<file path="src/rtl/hls_deadlock_persist_monitor.sv">
// Persistent-stall monitor for HLS dataflow regions: flags a deadlock once the
// combined AXIS/child block condition holds for PERSIST_CYCLES consecutive edges.
module hls_deadlock_persist_monitor #(
  parameter int N_AXIS         = 7,
  parameter int N_SUB          = 1,
  parameter int PERSIST_CYCLES = 16,
  parameter int IDX_W          = 5
) (
  input  logic              clock,
  input  logic              reset,
  input  logic [N_AXIS-1:0] axis_block_sigs,
  input  logic [N_AXIS-1:0] axis_enable,
  input  logic [N_SUB-1:0]  sub_block_sigs,
  input  logic              clear,
  output logic              block,
  output logic              deadlock,
  output logic              deadlock_src,
  output logic [IDX_W-1:0]  deadlock_idx,
  output logic [7:0]        episode_cnt
);

  localparam int CW = $clog2(PERSIST_CYCLES + 1);
  localparam logic [CW-1:0] CNT_LAST = CW'(PERSIST_CYCLES - 1);

  typedef enum logic [1:0] {
    IDLE,
    WATCH,
    DEADLOCK
  } state_t;

  state_t            state_q, state_d;
  logic [CW-1:0]     cnt_q, cnt_d;
  logic              block_q;
  logic              src_q;
  logic [IDX_W-1:0]  idx_q;
  logic [7:0]        ep_q;

  logic [N_AXIS-1:0] axis_masked;
  logic              axis_hit;
  logic              raw;
  logic              enter;
  logic [IDX_W-1:0]  axis_idx;
  logic [IDX_W-1:0]  sub_idx;

  assign axis_masked = axis_block_sigs & axis_enable;
  assign axis_hit    = |axis_masked;
  assign raw         = axis_hit | (|sub_block_sigs);

  // Scan downward so the last overwrite leaves the lowest set index.
  always_comb begin
    axis_idx = '0;
    for (int unsigned i = N_AXIS; i > 0; i--) begin
      if (axis_masked[i-1]) axis_idx = IDX_W'(i - 1);
    end
  end

  always_comb begin
    sub_idx = '0;
    for (int unsigned i = N_SUB; i > 0; i--) begin
      if (sub_block_sigs[i-1]) sub_idx = IDX_W'(i - 1);
    end
  end

  always_comb begin
    state_d = state_q;
    cnt_d   = cnt_q;
    enter   = 1'b0;
    if (clear) begin
      state_d = IDLE;
      cnt_d   = '0;
    end else begin
      unique case (state_q)
        IDLE: begin
          cnt_d = '0;
          if (raw) begin
            if (PERSIST_CYCLES == 1) begin
              state_d = DEADLOCK;
              enter   = 1'b1;
            end else begin
              state_d = WATCH;
              cnt_d   = CW'(1);
            end
          end
        end
        WATCH: begin
          if (!raw) begin
            state_d = IDLE;
            cnt_d   = '0;
          end else if (cnt_q == CNT_LAST) begin
            state_d = DEADLOCK;
            cnt_d   = '0;
            enter   = 1'b1;
          end else begin
            cnt_d = cnt_q + CW'(1);
          end
        end
        DEADLOCK: state_d = DEADLOCK;
        default: begin
          state_d = IDLE;
          cnt_d   = '0;
        end
      endcase
    end
  end

  always_ff @(posedge clock or negedge reset) begin
    if (!reset) begin
      state_q <= IDLE;
      cnt_q   <= '0;
      block_q <= 1'b0;
      src_q   <= 1'b0;
      idx_q   <= '0;
      ep_q    <= '0;
    end else begin
      state_q <= state_d;
      cnt_q   <= cnt_d;
      block_q <= raw;
      if (enter) begin
        src_q <= ~axis_hit;
        idx_q <= axis_hit ? axis_idx : sub_idx;
        if (ep_q != '1) ep_q <= ep_q + 8'd1;
      end
    end
  end

  assign block        = block_q;
  assign deadlock     = (state_q == DEADLOCK);
  assign deadlock_src = src_q;
  assign deadlock_idx = idx_q;
  assign episode_cnt  = ep_q;

endmodule

</file>
<file path="config.mk">
export PLATFORM = sky130hd
export DESIGN_NAME = hls_deadlock_persist_monitor
export DESIGN_NICKNAME = d
export VERILOG_FILES = /design/src/rtl/hls_deadlock_persist_monitor.sv
export SDC_FILE = /design/constraint.sdc
export NUM_CORES = 1
export LEC_CHECK = 0
export ABC_AREA = 1
export CORE_MARGIN = 2
export CORE_UTILIZATION = 45
export CTS_CLUSTER_SIZE = 8
export DETAILED_ROUTE_END_ITERATION = 7
export GPL_TIMING_DRIVEN = 0
export MAX_ROUTING_LAYER = met4
export PLACE_DENSITY_LB_ADDON = 0.15
export SYNTH_ARGS = -nofsm -noshare
export SYNTH_HDL_FRONTEND = slang
export SYNTH_SLANG_ARGS = --single-unit
export TNS_END_PERCENT = 10
</file>
<file path="constraint.sdc">
create_clock -name clock -period 1.6 [get_ports clock]
set_input_delay 0.32 -clock clock [delete_from_list [all_inputs] [get_ports clock]]
set_output_delay 0.32 -clock clock [all_outputs]
set_load 0.005 [all_outputs]
</file>
======== After elaboration in Yosys (flattened, before gate mapping) ========
Cells that the tools add are included.
operators by class
  add/sub/neg operators ................... 2
  equality and inequality tests ........... 7
  mux-type cells .......................... 22
  bitwise operators ....................... 3
  reduce and logical (&&, ||, !) cells .... 4
operators by type and width
  operator                                                               number
  5-bit two-way mux                                                      8
  5-bit one-hot mux with 3 select lines                                  1
  3-bit two-way mux                                                      3
  8-bit by 1-bit adder with 8-bit output, second input constant          1
  2-bit two-way mux                                                      4
  8-bit != test, second input constant                                   1
  7-bit bitwise AND                                                      1
  7-bit OR reduction                                                     1
  2-bit one-hot mux with 3 select lines                                  1
  5-bit by 1-bit adder with 5-bit output, second input constant          1
  5-bit by 4-bit equality test with 1-bit output, second input constant  1
  1-bit two-way mux                                                      5
  4-bit != test, second input constant                                   1
  2-bit AND reduction                                                    2
  3-bit != test, second input constant                                   1
  2-bit by 1-bit equality test with 1-bit output, second input constant  1
  2-bit equality test, second input constant                             1
  2-bit logical NOT                                                      1
  2-bit != test, second input constant                                   1
  1-bit inverter                                                         1
  1-bit OR                                                               1
storage, ports and cells
  bits in registers ....................... 22

======== Longest topological paths before layout ========
Gate-level depths: netlist of run 1.
  depth in word-level cells ............... 9
  mapped depth ............................ 8

======== Least setup slack after synthesis of run 1 ========
Ideal clock, no wire load.
  path type ............................... reg2reg
  from .................................... register ep_q[0] (netlist: episode_cnt[0])
  to ...................................... register ep_q[6] (netlist: episode_cnt[6])
  arrival ................................. 1.233 ns
  required time ........................... 1.483 ns
  path slack .............................. 0.250 ns
  cell stages (with the launch flop) ...... 9
  buffers on the path ..................... 0
  clock period less this slack ............ 1.350 ns
  path through ............................ dfrtp_1 ha_1 nand3_1 nor2_1 nand3_1 inv_2 nor2_8 nand2_2 nand2_1
between the ends
  longest elaborated chain between the ends .. 2
  elaborated cells between the ends (all ways) .. 3
  classes of those cells .................. 1 x add/sub; 1 x eq/ne; 1 x reduce/logical
RTL lines
  item                                                                                            line  source
  from (decl)                                                                                     36    logic [7:0] ep_q;
  from (signal assigned)                                                                          121   if (ep_q != '1) ep_q <= ep_q + 8'd1;
  parallel branches: the longest is 2 deep, another holds 8-bit by 1-bit adder with 8-bit output  n/a
Parallel ways; which one is timed is not known.
A chain may end at the register's enable or synchronous reset.

======== Worst setup path in the final report of run 1 ========
  from .................................... register cnt_q[1]
  to ...................................... register ep_q[4] (netlist: episode_cnt[4])
between the ends
  longest elaborated chain between the ends .. 6
RTL lines
  item                                            line  source
  from (decl)                                     32    logic [CW-1:0] cnt_q, cnt_d;
  from (signal assigned)                          116   cnt_q <= cnt_d;
  5-bit by 4-bit equality test with 1-bit output  89    end else if (cnt_q == CNT_LAST) begin
  1-bit two-way mux                               89
  1-bit two-way mux                               86    if (!raw) begin
  1-bit two-way mux                               72    unique case (state_q)
  1-bit two-way mux                               68    if (clear) begin
  2-bit AND reduction (no source line)            n/a
Every way passes these cells.

==> impl_metrics.tcl, run 1 <==
set metrics [dict create \
    worstPathArrival_ns 1.79 \
    clk_pin_slew_ns 0.11 \
    grt_pass1_wl_um 3800 \
    final_util_pct 66.2 \
    worstPathMaxFanout 8 \
    cap_viol_max_count 0 \
    ctsHoldBuffers 0 \
    port_buffers 31 \
    finalSetupTns_ns 0 \
    synth_area_leader_cell "dfrtp_1" \
    ant_nets 0 \
    antenna_found_initial 0 \
    synth_cells 136 \
    cts_num_sinks 20 \
    ys_ff_latch 20 \
    yosysWarningCount 0 \
    clock_path_buffers 2 \
    synth_commonest_cells "nand2_1 (45), dfrtp_1 (20), nor2_1 (10)" \
    fin_nets 196 \
    first_pass_iters 4 \
    drive_above_1_share_pct 21.3 \
    num_vias 991 \
    numCtsBuffers 3 \
    ioPinCount 34 \
    tritoncts "yes" \
    ys_top_cells_by_area "dfrtp_1 (44%), nand2_1 (15%), nand2_2 (4.4%), xor2_1 (3.8%), nor2_1 (3.3%)" \
    finalHoldViolCount 0 \
    coreArea_um2 2430 \
    grtUsageTotal_pct 18.7 \
    synth_top_area_share_pct 43.8 \
    endpoint_kind "flip-flop" \
    hp-class "input port to async pin" \
    min_period_ns 1.54 \
    die_y_um 54.4 \
    final_cells 204 \
    wl_per_cell_um 11.2 \
    startpoint_type "flip-flop" \
    initial_core_util_pct 47.0 \
    status "completed" \
    rsz0062_at_grt "true" \
    die_w_um 54.4 \
    dp_hpwl_um 1750 \
    synth_edf_count 0 \
    crit_required_ns 1.85 \
    p_leak_uw 0.000862 \
    avgSynthCellArea_um2 8.41 \
    yosysSeqAreaShare_pct 43.8 \
    htreeDepth 1 \
    worstSetupPathType "flip-flop to flip-flop" \
    slew_headroom_pct 42.0 \
    power-per-cell-area_nw_per_um2 603 \
    die_area_um2 2960 \
    syn_area_um2 1140 \
    worstMarginPinSlew_ns 0.868 \
    drc 0 \
    async_reset_ff_share_pct 100 \
    clk_latency_ns 0.30 \
    antenna_cells 0 \
    dp.cells 198 \
    yosysMostFrequentCell "nand2_1" \
    synthToLayoutAreaGrowth_pct 40.7 \
    gp_congestion 0.758 \
    drv_slew 0 \
    grt_pass1_vias 910 \
    synth_cell_types 26 \
    ys.flop_type "dfrtp_1" \
    totalWireLength_um 2290 \
    root_buffer "clkbuf_4" \
    overflow 0 \
    skew_ns 0.00246 \
    fmax_mhz 650 \
    post-route-period-util_pct 96.1 \
    placementRows 18 \
    vias_per_cell 4.86 \
    grt_max_degree 21 \
    setup_viol 0 \
    drt_iter0_drc 13 \
    peakVddDrop_v 0.000380 \
]
-- per-stage QoR --
stage | power (uW) | worst slack (ns) | instance area [um2] | hold WS (ns)
floorplan | 644 | 0.250 | 1150 | 0.0244
global placement | 718 | -0.122 | 1500 | 0.471
detailed placement | 725 | -0.188 | 1500 | 0.486
CTS | 966 | 0.00344 | 1520 | 0.511
global route | 1030 | -0.0244 | 1610 | 0.545
finish | 970 | 0.0618 | 1610 | 0.500
-- path summary, 6_finish.rpt --
check / slack (ns) / depth (start not counted) / start / endpoint
setup / recovery: 0.06 / 7 / cnt_q[1] / episode_cnt[4]
setup reg to reg: 0.06 / 7 / cnt_q[1] / episode_cnt[4]
hold / removal: 0.50 / 1 / reset / episode_cnt[3]
min in group clock: 0.50 / 2 / deadlock_idx[1] / deadlock_idx[1]
max in group asynchronous: 0.51 / 1 / reset / episode_cnt[0]
hold reg to reg: 0.50 / 2 / deadlock_idx[1] / deadlock_idx[1]
-- cells in the final DEF (no fill, tap or decap), drive strengths merged --
cell type      instances
clkbuf                 3
clkinv                 1
clkdlybuf4s50         22
nand4                  1
o21bai                 1
dlygate4sd2            3
nor3                   1
a21oi                  1
buf                    5
o21ai                  9
ha                     2
o22ai                  1
inv                   10
nand3                 10
dfrtp                 20
dlymetal6s2s           6
o211ai                 1
xor2                   5
conb                   2
nand3b                 1
xnor2                  3
nor2                  13
nand2                 53
-- logic make-up (layout without fill, tap and decap cells) --
logic type                 after synthesis  after routing  share of synthesized area, %
AOI/OAI and AO/OA                       13             13                          6.24
xor gates and xnor gates                 8              8                          6.13
adders and majority gates                2              2                          2.19
buffers and inverters                   13             50                          5.03
DFF                                     20             20                          43.8
other                                    1              2                         0.328
and+or+nand+nor                         79             79                          36.3
-- what timing repair did --
| item | CTS | global route |
|---|---|---|
| setup endpoints to repair | 3 | 15 |
| resized for setup | 4 | 16 |
| setup buffers | 1 | 2 |
| pin swaps | 0 | 5 |
-- critical path, stage by stage, from the launching register on --
cell,delay (ns)
dfrtp_1,0.44
ha_4,0.18
nand3_4,0.09
nor3_4,0.27
nand3_4,0.15
nor2_8,0.23
nand2_2,0.07
nand2_2,0.05
-- flip-flops by register name (all words and copies together) (netlist names) --
signal        cells
block             1
deadlock_idx      3
deadlock_src      1
episode_cnt       8
cnt_q             5
state_q           2
-- metal layers --
metal | global-route usage (%) | vias up | wire [um]
li1 | - | 505 | -
met1 | 21.2 | 445 | 963
met2 | 30.7 | 36 | 1110
met3 | 4.10 | 5 | 145
met4 | 10.0 | 0 | 63
met5 | - | - | 0
-- cell type report --
type	count	area, um2
fill	221	823
multi-input combinational	104	631
sequential	20	504
timing repair buffer	34	357
inverter	11	42.5
tap	30	37.5
clock buffer	3	22.5
buffer	2	15.0
-- power breakdown --
group	internal (uW)	switching, uW	total [uW]
logic	91.7	100	192
clock network	87.9	153	241
registers	522	14.6	537
Note: power is estimated with default switching activity, not from simulation.
==> run 2, diff against run 1 <==
--- a/config.mk
+++ b/config.mk
@@ -5,9 +5,10 @@
 export SDC_FILE = /design/constraint.sdc
 export NUM_CORES = 1
 export LEC_CHECK = 0
-export ABC_AREA = 1
+export CELL_PAD_IN_SITES_DETAIL_PLACEMENT = 1
+export CELL_PAD_IN_SITES_GLOBAL_PLACEMENT = 2
 export CORE_MARGIN = 2
-export CORE_UTILIZATION = 45
+export CORE_UTILIZATION = 28
 export CTS_CLUSTER_SIZE = 8
 export DETAILED_ROUTE_END_ITERATION = 7
 export GPL_TIMING_DRIVEN = 0
==> run 2 against run 1 <==
Effect of this change:
- the flow now finishes with violations (negative setup slack)
- worst setup slack worse by 0.15 ns
- via count is 0.81% higher
- synthesized cell count shrank 22%
- flip-flop and latch count is the same
- count of clock-buffer cells in the layout is 1 higher
- critical path type unchanged
- largest power group unchanged
==> impl_metrics.tcl, run 2 <==
set metrics [dict create \
    status "finished with violations" \
    violations "negative setup slack" \
    final_common_cell "dfrtp_1" \
    port_buffers 30 \
    ant_nets 0 \
    synth_top_family_by_area "simple AND/OR/NAND/NOR gates" \
    final_util_pct 45.3 \
    crit_buf_inv 0 \
    worstPathArrival_ns 1.84 \
    final_cell_mix "dfrtp_1 (17), clkdlybuf4s50_1 (15), dlygate4sd2_1 (12)" \
    post-route-period-util_pct 106 \
    grt_max_degree 21 \
    clock_path_buffers 2 \
    slew_headroom_pct 36.7 \
    grt_pass1_wl_um 5180 \
    startpoint_type "flip-flop" \
    fmax_mhz 592 \
    path_delay_family "simple AND/OR/NAND/NOR gates" \
    tritoncts "yes" \
    drv_slew 0 \
    min_period_ns 1.69 \
    slowest_delay_ns 0.40 \
    async_reset_ff_share_pct 100 \
    endpoint_kind "flip-flop" \
    yosysSeqAreaShare_pct 45.4 \
    dp_hpwl_um 2140 \
    synthToLayoutAreaGrowth_pct 52.6 \
    dpl_cell_area_um2 1470 \
    antenna_cells 0 \
    ys_top_cells_by_area "dfrtp_1 (45%), mux2_4 (6.8%), xor2_1 (4.8%), nand3_1 (3.2%), nand2_1 (3.1%)" \
    post-place-ws_ns -0.824 \
    ioPinCount 34 \
    placementRows 22 \
    cap_viol_max_count 0 \
    num_vias 999 \
    worstSetupPathType "flip-flop to flip-flop" \
    final_area_um2 1680 \
    skew_ns 0.00768 \
    reg2reg_slack_ns -0.09 \
    synth_cell_types 39 \
    largest_register_ffs 8 \
    rsz0062_at_grt "true" \
    crit_required_ns 1.75 \
    synth_edf_count 0 \
    hp-class "input port to flip-flop" \
    overflow 0 \
    r2r_cells 5 \
    dp.cells 185 \
    avgSynthCellArea_um2 10.4 \
    gp_congestion 0.698 \
    totalWireLength_um 3190 \
    die_w_um 66.7 \
    coreArea_um2 3720 \
    worstPathMaxFanout 6 \
    grt_pass1_vias 1073 \
    cts_num_sinks 20 \
    wl_per_cell_um 16.1 \
    drc 0 \
    synth_compound_area_share_pct 14.5 \
    vias_per_cell 5.05 \
    htreeDepth 1 \
    yosysMostFrequentCell "dfrtp_1" \
    ys_ff_latch 20 \
    synth-simple-area-share_pct 21.1 \
    setup_viol 4 \
    root_buffer "clkbuf_8" \
    synth_commonest_cells "dfrtp_1 (20), nand2_1 (9), nand3_1 (7)" \
    ys.flop_type "dfrtp_1" \
    synth_cells 106 \
    setup_ws_ns -0.0903 \
    r2r_end "episode_cnt[1]" \
    rr_startpoint "cnt_q[0]" \
    numCtsBuffers 3 \
    path_cells "ha_4 > and4b_2 > o2111ai_4 > nor2_2 > mux2_4" \
    synth-adder-area-share_pct 2.27 \
    drive_above_1_share_pct 25.3 \
    synthXorXnorAreaFrac_pct 5.56 \
    final_cells 198 \
    power-per-cell-area_nw_per_um2 652 \
    clk_latency_ns 0.26 \
    worstMarginPinSlew_ns 0.947 \
    synth_top_area_share_pct 45.4 \
    synth_area_leader_cell "dfrtp_1" \
    die_y_um 66.7 \
    antenna_found_initial 0 \
    crit_slowest_cell "dfrtp_1" \
    first_pass_iters 4 \
    die_area_um2 4450 \
    syn_area_um2 1100 \
    hold_depth 2 \
    hp-start "clear" \
    synth_mux_area_share_pct 7.72 \
    p_leak_uw 0.000770 \
    hold_end "state_q[1]" \
    yosysWarningCount 0 \
    fin_nets 171 \
    drt_iter0_drc 44 \
    initial_core_util_pct 29.7 \
    grtUsageTotal_pct 15.9 \
    finalHoldViolCount 0 \
    clk_pin_slew_ns 0.07 \
    power_uw 1100 \
    peakVddDrop_v 0.000264 \
]
[run 2: cell types whose count changed in the layout (fill, tap and decap cells not counted), moves of 4 or more]
| cell | change |
|---|---|
| nand2_2 | -10 |
| inv_2 | -4 |
| mux2_4 | +5 |
| nor2_1 | -6 |
| clkdlybuf4s50_1 | -7 |
| buf_4 | +7 |
| dlymetal6s2s_1 | -4 |
| o21ai_1 | -7 |
| nand2_1 | -35 |
| clkbuf_8 | +4 |
| dlygate4sd2_1 | +9 |
[run 2: layout make-up]
| type | count | area (um2) |
|---|---|---|
| Buffer | 4 | 26.3 |
| Clock buffer | 4 | 55.1 |
| Fill cell | 428 | 2030 |
| Inverter | 3 | 11.3 |
| Multi-Input combinational cell | 80 | 667 |
| Sequential cell | 20 | 504 |
| Tap cell | 48 | 60.1 |
| Timing Repair Buffer | 39 | 358 |
[run 2: cell families after synthesis]
group	count (synthesis)
AND/OR/NAND/NOR	42
AO/OA/AOI/OAI	21
flip-flops	20
XOR/XNOR	7
buffers and inverters	7
multiplexers	6
adder cells (fa/ha/maj)	2
other	1
[run 2: stage by stage]
stage,hold slack (ns),setup TNS [ns]
4_1_cts,0.422,-0.305
3_3_place_gp,0.485,-12.13
2_1_floorplan,0.0244,-0.376
3_5_place_dp,0.500,-13.64
6_report,0.431,-0.234
5_1_grt,0.477,-0.826
[run 2: what timing repair did]
action	in CTS	in global routing
resized for setup	29	7
hold endpoints to repair	0	0
pin swaps	9	1
buffers inserted	10	0
setup endpoints to repair	21	19
hold buffers	0	0
[run 2: worst max path at each step]
stage	from	to	slack (ns)	depth (start not counted)
after floorplan	axis_block_sigs[4]	episode_cnt[1]	-0.09	4
after global placement	axis_block_sigs[5]	episode_cnt[1]	-0.76	5
after detailed placement	axis_block_sigs[5]	episode_cnt[1]	-0.82	5
after CTS	cnt_q[1]	episode_cnt[1]	-0.1	5
after global routing	cnt_q[1]	episode_cnt[1]	-0.16	5
final	cnt_q[0]	episode_cnt[1]	-0.09	5
[run 2: where the power goes]
group	leakage (uW)	switching [uW]	total (uW)	internal [uW]
clock	0.0000288	178	397	219
sequential	0.000264	9.30	527	517
combinational	0.000477	84.9	173	87.7
total	0.000770	272	1100	824
[run 2: metal layers]
layer | vias up | track usage (%) | wire length, um
met5 | - | - | 0
met4 | 0 | 4.59 | 36
li1 | 476 | - | -
met2 | 29 | 27.3 | 1580
met3 | 5 | 2.53 | 198
met1 | 489 | 19.2 | 1370
==> run 3, diff against run 2 <==
--- a/config.mk
+++ b/config.mk
@@ -14,6 +14,8 @@
 export GPL_TIMING_DRIVEN = 0
 export MAX_ROUTING_LAYER = met4
 export PLACE_DENSITY_LB_ADDON = 0.15
+export SETUP_SLACK_MARGIN = 0.2
+export SLEW_MARGIN = 20
 export SYNTH_ARGS = -nofsm -noshare
 export SYNTH_HDL_FRONTEND = slang
 export SYNTH_SLANG_ARGS = --single-unit
==> run 3 against run 2 <==
Effect of this change:
- the run still ends with negative setup slack left
- register-to-register slack better by 0.03 ns
- largest cell class unchanged
- hold slack worse by 0.25 ns
- flip-flop and latch count unchanged
- die area unchanged
- sequential power about the same
- global-route usage up 1.1 points
- largest power group unchanged
- via count up 1.7%
- count of clock-buffer cells in the layout unchanged
- fmax up 2.1%
==> impl_metrics.tcl, run 3 (synthesized netlist as in run 2, its figures left out) <==
set metrics [dict create \
    status "finished with violations" \
    violations "negative setup slack" \
    worstPathArrival_ns 1.81 \
    final_cell_mix "dfrtp_1 (18), dlygate4sd2_1 (14), buf_4 (12)" \
    ctsHoldBuffers 0 \
    worstSetupPathType "flip-flop to flip-flop" \
    worstPathMaxFanout 6 \
    p_leak_uw 0.000847 \
    crit_required_ns 1.75 \
    initial_core_util_pct 29.7 \
    final_area_um2 1750 \
    register_area_um2 503 \
    gp_congestion 0.698 \
    numCtsBuffers 3 \
    clk_pin_slew_ns 0.08 \
    grt_max_degree 21 \
    skew_ns 0.00505 \
    port_buffers 30 \
    grt_use_met1_pct 20.1 \
    overflow 0 \
    hp-class "input port to async pin" \
    totalWireLength_um 3240 \
    setup_ws_ns -0.0553 \
    endpoint_kind "flip-flop" \
    htreeDepth 1 \
    grt_busiest_layer "met2" \
    die_area_um2 4450 \
    largest_register_ffs 8 \
    root_buffer "clkbuf_8" \
    tritoncts "yes" \
    grt_pass1_vias 1132 \
    drive_above_1_share_pct 35.3 \
    wl_per_cell_um 16.1 \
    grt_pass1_wl_um 5530 \
    slew_headroom_pct 36.9 \
    post-route-period-util_pct 103 \
    rsz0062_at_grt "true" \
    grtUsageMet3_pct 3.55 \
    drv_slew 0 \
    fin_nets 174 \
    setup_viol 3 \
    die_y_um 66.7 \
    peakVddDrop_v 0.000224 \
    post-place-ws_ns -0.824 \
    worstMarginPinSlew_ns 0.945 \
    holdWs_ns 0.185 \
    nFillCells 429 \
    dp_hpwl_um 2140 \
    coreArea_um2 3720 \
    antenna_found_initial 0 \
    cap_viol_max_count 0 \
    vias_per_cell 5.05 \
    num_vias 1016 \
    met2_usage_pct 29.6 \
    cts_num_sinks 20 \
    cp-startpoint "cnt_q[1]" \
    die_w_um 66.7 \
    clock_path_buffers 2 \
    min_period_ns 1.66 \
    synthToLayoutAreaGrowth_pct 58.3 \
    power-per-cell-area_nw_per_um2 636 \
    finalSetupTns_ns -0.0992 \
    finalHoldViolCount 0 \
    multiInputGateArea_um2 736 \
    final_common_cell "dfrtp_1" \
    first_pass_iters 4 \
    startpoint_type "flip-flop" \
    rr_startpoint "cnt_q[1]" \
    final_util_pct 47.0 \
    ant_nets 0 \
    antenna_cells 0 \
    ioPinCount 34 \
    dpl_cell_area_um2 1470 \
    fmax_mhz 604 \
    drc 0 \
    grtUsageTotal_pct 17.0 \
    clk_latency_ns 0.27 \
    drt_iter0_drc 36 \
    placementRows 22 \
]
==> run 3: changes by cell type in the layout (fill, tap and decap cells not counted), sizes merged <==
cell           delta
clkbuf            +5
buf               +5
clkdlybuf4s15     +5
clkdlybuf4s50    -14
dlygate4sd2       +2
==> run 3: final timing paths <==
kind,end,slack [ns],cells past startpoint
worst min-delay path,episode_cnt[3],0.18,1
worst max-delay path,episode_cnt[1],-0.06,5
worst max register to register,episode_cnt[1],-0.06,5
max in group asynchronous,state_q[0],0.78,1
worst min register to register,deadlock_idx[0],0.50,2
min in group clock,state_q[1],0.45,2
==> run 3: critical path, stage by stage, from the launching register on <==
cell       delay, ns
dfrtp_1         0.40
ha_4            0.15
and4b_2         0.30
o2111ai_4       0.22
nor2_4          0.17
mux2_4          0.30
==> run 3: timing repair <==
action,CTS,global route
gates cloned,0,0
pin swaps,16,13
endpoints found under the hold margin,0,0
buffers inserted,12,0
setup endpoints to repair,34,22
gates resized for setup,63,25
==> run 3: per-layer routing <==
metal / vias to the layer above / share of wire [%]
met5: - / 0
met4: 0 / 0.96
met3: 4 / 6.0
met2: 27 / 49
met1: 501 / 44
li1: 484 / -
==> run 3: report_power, final <==
group	switching (uW)	total [uW]	internal [uW]	leakage, uW
sequential	9.04	526	517	0.000266
combinational	92.7	182	89.4	0.000552
clock	182	401	220	0.0000288
==> run 3: through the flow <==
stage                     total power [uW]  std cells
after floorplan                        597        107
after global placement                 680        185
after detailed placement               685        185
after CTS                             1110        201
after global routing                  1160        201
final                                 1110        201
==> run 3: layout make-up <==
| class | instances | share of cell area [%] |
|---|---|---|
| plain buffers | 4 | 1.51 |
| repair buffers | 42 | 20.3 |
| well taps | 48 | 3.44 |
| multi-input cells | 80 | 42.2 |
| flip-flops and latches | 20 | 28.8 |
| clock buffers | 4 | 3.15 |
| inverters | 3 | 0.645 |
